<file path="src/rtl/inst_pkg.sv">
// Shared definitions for the instruction predecode queue.
//   INST_WIDTH   instruction word width; the opcode sits in the top six bits
//   PC_WIDTH     program counter width (matches the 14-bit jump target field)
//   inst_class_t class assigned to an instruction on enqueue
package inst_pkg;

    localparam int INST_WIDTH = 32;
    localparam int PC_WIDTH   = 14;
    localparam int OPCODE_MSB = 31;
    localparam int OPCODE_LSB = 26;

    typedef enum logic [4:0] {
        ADD_SUB    = 5'd0,
        NEXT       = 5'd1,
        MOV        = 5'd2,
        FADD_FSUB  = 5'd3,
        FMUL       = 5'd4,
        FDIV_FSQRT = 5'd5,
        FMOV       = 5'd6,
        LW_SW      = 5'd7,
        FTOI       = 5'd8,
        ITOF       = 5'd9,
        IN         = 5'd10,
        OUT        = 5'd11,
        JR         = 5'd12,
        ACC        = 5'd13,
        JAL        = 5'd14,
        J          = 5'd15,
        B          = 5'd16,
        ILLEGAL    = 5'd17
    } inst_class_t;

endpackage

</file>
<file path="src/rtl/inst_predecode_queue_if.sv">
// Fetch/issue bundle of the predecode queue.
//   fetch side : in_valid, in_ready, in_inst, in_pc
//   issue side : out_valid, out_ready, out_inst, out_pc, out_class
//   control    : flush (drop every entry), count (occupancy)
// master = the environment (fetch + issue), slave = the queue.
interface inst_predecode_queue_if
    import inst_pkg::*;
#(
    parameter int DEPTH = 4
);
    logic                         flush;
    logic                         in_valid;
    logic                         in_ready;
    logic [INST_WIDTH-1:0]        in_inst;
    logic [PC_WIDTH-1:0]          in_pc;
    logic                         out_valid;
    logic                         out_ready;
    logic [INST_WIDTH-1:0]        out_inst;
    logic [PC_WIDTH-1:0]          out_pc;
    inst_class_t                  out_class;
    logic [$clog2(DEPTH+1)-1:0]   count;

    modport master (
        output flush, in_valid, in_inst, in_pc, out_ready,
        input  in_ready, out_valid, out_inst, out_pc, out_class, count
    );

    modport slave (
        input  flush, in_valid, in_inst, in_pc, out_ready,
        output in_ready, out_valid, out_inst, out_pc, out_class, count
    );

endinterface

</file>
<file path="src/rtl/inst_predecode.sv">
// Combinational opcode classifier.
//   inst       in   instruction word; only bits [31:26] matter
//   inst_class out  class of the instruction; the ordered match list lives here only
module inst_predecode
    import inst_pkg::*;
(
    input  logic [INST_WIDTH-1:0] inst,
    output inst_class_t           inst_class
);

    logic [5:0] op_s;
    logic       unused_low_s;

    assign op_s         = inst[OPCODE_MSB:OPCODE_LSB];
    assign unused_low_s = ^inst[OPCODE_LSB-1:0];

    // Ordered opcode match: earlier rows shadow later ones (JAL before J, NEXT after ADD_SUB).
    always_comb begin
        inst_class = ILLEGAL;
        if (op_s[5:3] == 3'b000 && (op_s[1] == 1'b0 || (op_s[2] == 1'b0 && op_s[0] == 1'b0))) begin
            inst_class = ADD_SUB;
        end else if (op_s == 6'b000011) begin
            inst_class = NEXT;
        end else if (op_s[5:1] == 5'b00011) begin
            inst_class = MOV;
        end else if (op_s[5:1] == 5'b00100) begin
            inst_class = FADD_FSUB;
        end else if (op_s == 6'b001010) begin
            inst_class = FMUL;
        end else if (op_s[5:3] == 3'b001 && op_s[1:0] == 2'b11) begin
            inst_class = FDIV_FSQRT;
        end else if (op_s[5:2] == 4'b0011 && op_s[1:0] != 2'b11) begin
            inst_class = FMOV;
        end else if (op_s[5:3] == 3'b010) begin
            inst_class = LW_SW;
        end else if (op_s == 6'b011000) begin
            inst_class = FTOI;
        end else if (op_s == 6'b011001) begin
            inst_class = ITOF;
        end else if (op_s[5:1] == 5'b01101) begin
            inst_class = IN;
        end else if (op_s == 6'b011100) begin
            inst_class = OUT;
        end else if (op_s == 6'b011101) begin
            inst_class = JR;
        end else if (op_s == 6'b011110) begin
            inst_class = ACC;
        end else if (op_s[5:2] == 4'b1001) begin
            inst_class = JAL;
        end else if (op_s[5:3] == 3'b100) begin
            inst_class = J;
        end else if (op_s[5] == 1'b1 && op_s[4:3] != 2'b00) begin
            inst_class = B;
        end else begin
            inst_class = ILLEGAL;
        end
    end

endmodule

</file>
<file path="src/rtl/inst_predecode_queue.sv">
// Instruction buffer between fetch and issue. Each word is classified on enqueue and
// the class is stored beside the word and its PC, so issue reads a registered class.
//   clk    in  clock
//   reset  in  synchronous, active-high
//   bus    slave side of inst_predecode_queue_if (fetch push, issue pop, flush, count)
// in_ready / out_valid are registered copies of !full / !empty. No bypass: a pushed
// entry is visible at the head one cycle later at the earliest.
module inst_predecode_queue
    import inst_pkg::*;
#(
    parameter int DEPTH = 4
)(
    input  logic                   clk,
    input  logic                   reset,
    inst_predecode_queue_if.slave  bus
);

    localparam int PTR_W = $clog2(DEPTH);
    localparam int CNT_W = $clog2(DEPTH + 1);

    logic [INST_WIDTH-1:0] inst_mem_r  [DEPTH];
    logic [PC_WIDTH-1:0]   pc_mem_r    [DEPTH];
    inst_class_t           class_mem_r [DEPTH];

    logic [PTR_W-1:0]      rd_ptr_r;
    logic [PTR_W-1:0]      wr_ptr_r;
    logic [CNT_W-1:0]      count_r;
    logic [CNT_W-1:0]      count_nxt_s;
    logic                  in_ready_r;
    logic                  out_valid_r;
    logic                  push_s;
    logic                  pop_s;
    inst_class_t           in_class_s;

    inst_predecode u_predecode (
        .inst       (bus.in_inst),
        .inst_class (in_class_s)
    );

    // Handshake qualification and next occupancy; a flush cycle cancels both transfers.
    always_comb begin
        push_s      = bus.in_valid & in_ready_r & ~bus.flush;
        pop_s       = out_valid_r & bus.out_ready & ~bus.flush;
        count_nxt_s = count_r;
        case ({push_s, pop_s})
            2'b10:   count_nxt_s = count_r + CNT_W'(1);
            2'b01:   count_nxt_s = count_r - CNT_W'(1);
            default: count_nxt_s = count_r;
        endcase
    end

    // Pointer / count controller; ready and valid are re-derived from the next count
    // so they stay pure register outputs.
    always_ff @(posedge clk) begin
        if (reset || bus.flush) begin
            rd_ptr_r    <= PTR_W'(0);
            wr_ptr_r    <= PTR_W'(0);
            count_r     <= CNT_W'(0);
            in_ready_r  <= 1'b1;
            out_valid_r <= 1'b0;
        end else begin
            if (push_s) begin
                wr_ptr_r <= wr_ptr_r + PTR_W'(1);
            end
            if (pop_s) begin
                rd_ptr_r <= rd_ptr_r + PTR_W'(1);
            end
            count_r     <= count_nxt_s;
            in_ready_r  <= (count_nxt_s != CNT_W'(DEPTH));
            out_valid_r <= (count_nxt_s != CNT_W'(0));
        end
    end

    // Entry storage; written on accepted pushes only, never cleared.
    always_ff @(posedge clk) begin
        if (push_s && !reset) begin
            inst_mem_r[wr_ptr_r]  <= bus.in_inst;
            pc_mem_r[wr_ptr_r]    <= bus.in_pc;
            class_mem_r[wr_ptr_r] <= in_class_s;
        end
    end

    assign bus.in_ready  = in_ready_r;
    assign bus.out_valid = out_valid_r;
    assign bus.out_inst  = inst_mem_r[rd_ptr_r];
    assign bus.out_pc    = pc_mem_r[rd_ptr_r];
    assign bus.out_class = class_mem_r[rd_ptr_r];
    assign bus.count     = count_r;

endmodule

</file>
<file path="src/flat_wrapper.sv">
// flat-port wrapper written by rule: the top's interface ports become plain ports
module inst_predecode_queue_flat import inst_pkg::*;
#(
    parameter int DEPTH = 4
)
  (clk, reset, bus_flush, bus_in_valid, bus_in_inst, bus_in_pc, bus_out_ready, bus_in_ready, bus_out_valid, bus_out_inst, bus_out_pc, bus_out_class, bus_count);
  inst_predecode_queue_if #(.DEPTH(DEPTH)) bus_i ();
  input  logic clk;
  input  logic reset;
  input wire logic [$bits(bus_i.flush)-1:0] bus_flush;
  input wire logic [$bits(bus_i.in_valid)-1:0] bus_in_valid;
  input wire logic [$bits(bus_i.in_inst)-1:0] bus_in_inst;
  input wire logic [$bits(bus_i.in_pc)-1:0] bus_in_pc;
  input wire logic [$bits(bus_i.out_ready)-1:0] bus_out_ready;
  output wire logic [$bits(bus_i.in_ready)-1:0] bus_in_ready;
  output wire logic [$bits(bus_i.out_valid)-1:0] bus_out_valid;
  output wire logic [$bits(bus_i.out_inst)-1:0] bus_out_inst;
  output wire logic [$bits(bus_i.out_pc)-1:0] bus_out_pc;
  output wire logic [$bits(bus_i.out_class)-1:0] bus_out_class;
  output wire logic [$bits(bus_i.count)-1:0] bus_count;
  assign bus_i.flush = bus_flush;
  assign bus_i.in_valid = bus_in_valid;
  assign bus_i.in_inst = bus_in_inst;
  assign bus_i.in_pc = bus_in_pc;
  assign bus_i.out_ready = bus_out_ready;
  assign bus_in_ready = bus_i.in_ready;
  assign bus_out_valid = bus_i.out_valid;
  assign bus_out_inst = bus_i.out_inst;
  assign bus_out_pc = bus_i.out_pc;
  assign bus_out_class = bus_i.out_class;
  assign bus_count = bus_i.count;
  inst_predecode_queue #(.DEPTH(DEPTH)) u_core (.clk(clk), .reset(reset), .bus(bus_i));
endmodule
</file>
<file path="config.mk">
export PLATFORM = sky130hd
export DESIGN_NAME = inst_predecode_queue_flat
export DESIGN_NICKNAME = d
export VERILOG_FILES = /design/src/rtl/inst_pkg.sv /design/src/rtl/inst_predecode_queue_if.sv /design/src/rtl/inst_predecode.sv /design/src/rtl/inst_predecode_queue.sv /design/src/flat_wrapper.sv
export SDC_FILE = /design/constraint.sdc
export NUM_CORES = 1
export LEC_CHECK = 0
export ABC_AREA = 1
export BUFFER_PORTS_ARGS = -buffer_cell sky130_fd_sc_hd__buf_2
export CAP_MARGIN = 10
export CORE_MARGIN = 5
export CORE_UTILIZATION = 48
export DETAILED_ROUTE_END_ITERATION = 6
export PLACE_DENSITY = 0.79
export SLEW_MARGIN = 5
export SYNTH_ARGS = -nofsm -noshare
export SYNTH_HDL_FRONTEND = slang
export SYNTH_SLANG_ARGS = --single-unit
</file>
<file path="constraint.sdc">
create_clock -name clk -period 4.93 [get_ports clk]
set_input_delay 0 -clock clk [delete_from_list [all_inputs] [get_ports clk]]
set_output_delay 0 -clock clk [all_outputs]
set_load 0.03 [all_outputs]
</file>
==> impl_results.md <==
* Vias post-DR at 5353
* Largest net degree at the start of global routing at 104
* ANT nets after route at 0
* Initial Util at 0.484
* CTS Hold Bufs at 54
* HP Class: in -> reg
* Die W at 141 µm
* Fin nets at 825
* HPWL after DPL at 10000 µm
* Setup Buffers After CTS at 0
* Pwr/cell area at 381 mW/mm²
* Post-DR vias/cell at 5.31
* Cell area after synthesis at 0.00828 mm²
* Post-CTS Resized at 0
* CP Launch Type: flop
* Final Cell Area at 0.0103 mm²
* I/O pins at 107
* Final Core Density at 0.603
* Overall Global Routing Usage at 0.178
* Avg Synthesized Cell Area at 13.6 µm²
* Global-route wire length before repair at 28600 µm
* CTS H-tree depth at 1
* CTS clk-pin slew, worst paths at 60 ps
* Unrepaired setup endpoints after global routing: no
* Routability cong. at 0.804
* Final setup TNS at 0 ps
* Worst Setup Path Type: reg -> out
* Post-synthesis cell type count at 27
* Achievable Freq at 0.317 GHz
* CP max stage cell: dfxtp_4
* Synthesized instance count at 610
* Max Clock Skew at 7.21 ps
* Clock tree buffer depth at 3
* Max IR drop VDD at 0.316 mV
* R2r endpoint: u_core.inst_mem_r[2][23]
* Die Area at 0.0200 mm²
* Setup crit end kind: primary output
* Critical path buffers and inverters at 3
* Post-synth EDFFs at 204
* Number of max-slew violations in the final report at 0
* Setup violations, final at 0
* CP Max Fanout at 103
* Slowest Stage Delay on Critical Path at 970 ps
* Syn_nets at 667
* Port bufs at 106
* Crit path DAT at 3150 ps
* Ant diodes at 0
* Hold Startpoint: bus_out_ready
* Maxcap violations at 0
* Clk_lat worst skew at 490 ps
* # rows at 48
* WP data required at 4930 ps
* DRC errors left at 0
* Primary FF master, synth: edfxtp_1
* Vias in the first global route at 5587
* Initial DRC count at 420
* YS warnings at 0
* Share of cells above drive strength 1 at 0.207
* Area post-placement at 0.00902 mm²
* Gr ovfl total at 0
* Final wirelength at 17800 µm
* Hold Violations, Final at 0
* Fin crit share at 0.640
* Startpoint of the worst register-to-register path: u_core.bus.in_ready
* Leakage at 3.73 nW
* Min cycle time layout at 3150 ps
* Clock sink count at 215
* Fillcell total at 1307
* Relative slew slack at 0.303
* DR WL/cell at 17.6 µm
* CTS root buf: clkbuf_16
* Critical path's top delay family: buffers and inverters
* Seq/Total Area, Yosys at 0.767
* Reg2Reg Setup Slack at 2540 ps
* CP Depth at 5
* Core region area at 0.0171 mm²
* Crit path cell chain: inv_2, buf_4, o21ai_0, o22ai_1, buf_2
* Asr flop ratio synth at 0
* Worst Tran Pin Value at 1040 ps
* Num CTS Buffers at 22
* Initial antenna violation count at 0
* Die H at 141 µm
* DR pass1 iterations at 5
* Crit path to: bus_out_inst[26]
* FF-to-FF path depth at 3
* #FFs+latches synth at 215
* Status: finished, final reports clean
* TritonCTS clock tree: yes
* Layout Area Growth over Synthesis at 24.7%
worst register-to-register path, cell delays in order, from the launching register on:
cell	delay, ps
dfxtp_1	350
nand3_1	320
nor2_4	910
buf_4	460
cell usage in the layout (no fill, tap or decap):
master,count
dlygate4sd3_1,54
o21ai_0,93
clkbuf_1,7
clkinv_2,2
bufinv_16,4
edfxtp_1,204
nor2_2,4
clkinv_1,3
nor2_4,5
nand2_2,2
xor2_1,1
fa_1,1
xnor2_1,2
buf_2,106
a31oi_4,1
nand2_1,19
buf_4,6
nand4_1,5
ha_1,5
inv_1,23
nand3_2,2
a21oi_1,5
o21a_1,1
inv_2,2
dfxtp_2,1
clkinvlp_4,2
clkbuf_16,23
nand3_1,8
or2_2,1
o22ai_1,51
dfxtp_4,1
nor2_1,119
o21ai_1,12
dfxtp_1,9
report_power, final:
part	leakage [nW]	internal, W	switching (W)
clock network	0.357	0.00106	0.000643
logic	1.43	0.0000727	0.000116
registers	1.93	0.00202	0.00000766
worst min path at each step:
stage | to | slack, ps | depth (start not counted)
2_1_floorplan | u_core.inst_mem_r[0][0] | 100 | 0
3_3_place_gp | u_core.inst_mem_r[0][3] | 210 | 1
3_5_place_dp | u_core.inst_mem_r[0][3] | 220 | 1
4_1_cts | flop | 10 | 6
5_1_grt | flop | 70 | 6
6_report | u_core.rd_ptr_r[1] | 10 | 6
layout make-up:
cell class                 count  area, µm²  share of cell area
clock buffer                  30        602              0.0583
clock inverter                10        151              0.0147
inverter                      26       98.8             0.00958
multi-input combinational    337       1720               0.166
sequential                   215       6350               0.616
tap                          225        282              0.0273
timing repair buffer         166       1120               0.108
logic make-up after synthesis:
kind of cell             synth area share
AND/OR/NAND/NOR                    0.0821
flip-flops                          0.767
adder cells (fa/ha/maj)           0.00998
AO/OA/AOI/OAI                       0.109
buffers and inverters              0.0295
XOR/XNOR                          0.00318
per-layer routing:
layer / wire [µm] / GRT usage
met2: 9030 / 0.327
met1: 7350 / 0.219
met3: 1020 / 0.0324
met5: 0 / 0
met4: 357 / 0.0428
cells in the mapped netlist, types with 4 or more instances:
| library cell | instances | share of area |
|---|---|---|
| o22ai_1 | 51 | 0.039 |
| clkbuf_1 | 14 | 0.0063 |
| dfxtp_1 | 11 | 0.027 |
| nor2_1 | 123 | 0.056 |
| buf_2 | 17 | 0.010 |
| nand4_1 | 5 | 0.0038 |
| edfxtp_1 | 204 | 0.74 |
| nand2_1 | 19 | 0.0086 |
| nand3_1 | 8 | 0.0048 |
| inv_1 | 23 | 0.010 |
| ha_1 | 5 | 0.0076 |
| nor2_2 | 4 | 0.0030 |
| a21oi_1 | 5 | 0.0030 |
| o21ai_1 | 12 | 0.0073 |
| o21ai_0 | 93 | 0.056 |
flip-flops by register name (all words and copies together), names as in the netlist, named ones only:
signal,cells
u_core.rd_ptr_r,2
u_core.pc_mem_r,56
u_core.wr_ptr_r,2
u_core.bus.in_ready,1
u_core.bus.count,3
u_core.class_mem_r,20
u_core.bus.out_valid,1
u_core.inst_mem_r,128
stage by stage:
stage | cells | hold slack, ps | total power (W) | setup WS, ps
2_1_floorplan | 610 | 98.9 | 0.00215 | 1610
3_3_place_gp | 915 | 213 | 0.00222 | 2310
3_5_place_dp | 915 | 218 | 0.00222 | 2200
4_1_cts | 1009 | 10.5 | 0.00396 | 1690
5_1_grt | 1009 | 70.6 | 0.00407 | 1470
6_report | 1009 | 12.6 | 0.00393 | 1780
(Power assumes the default switching activity.)
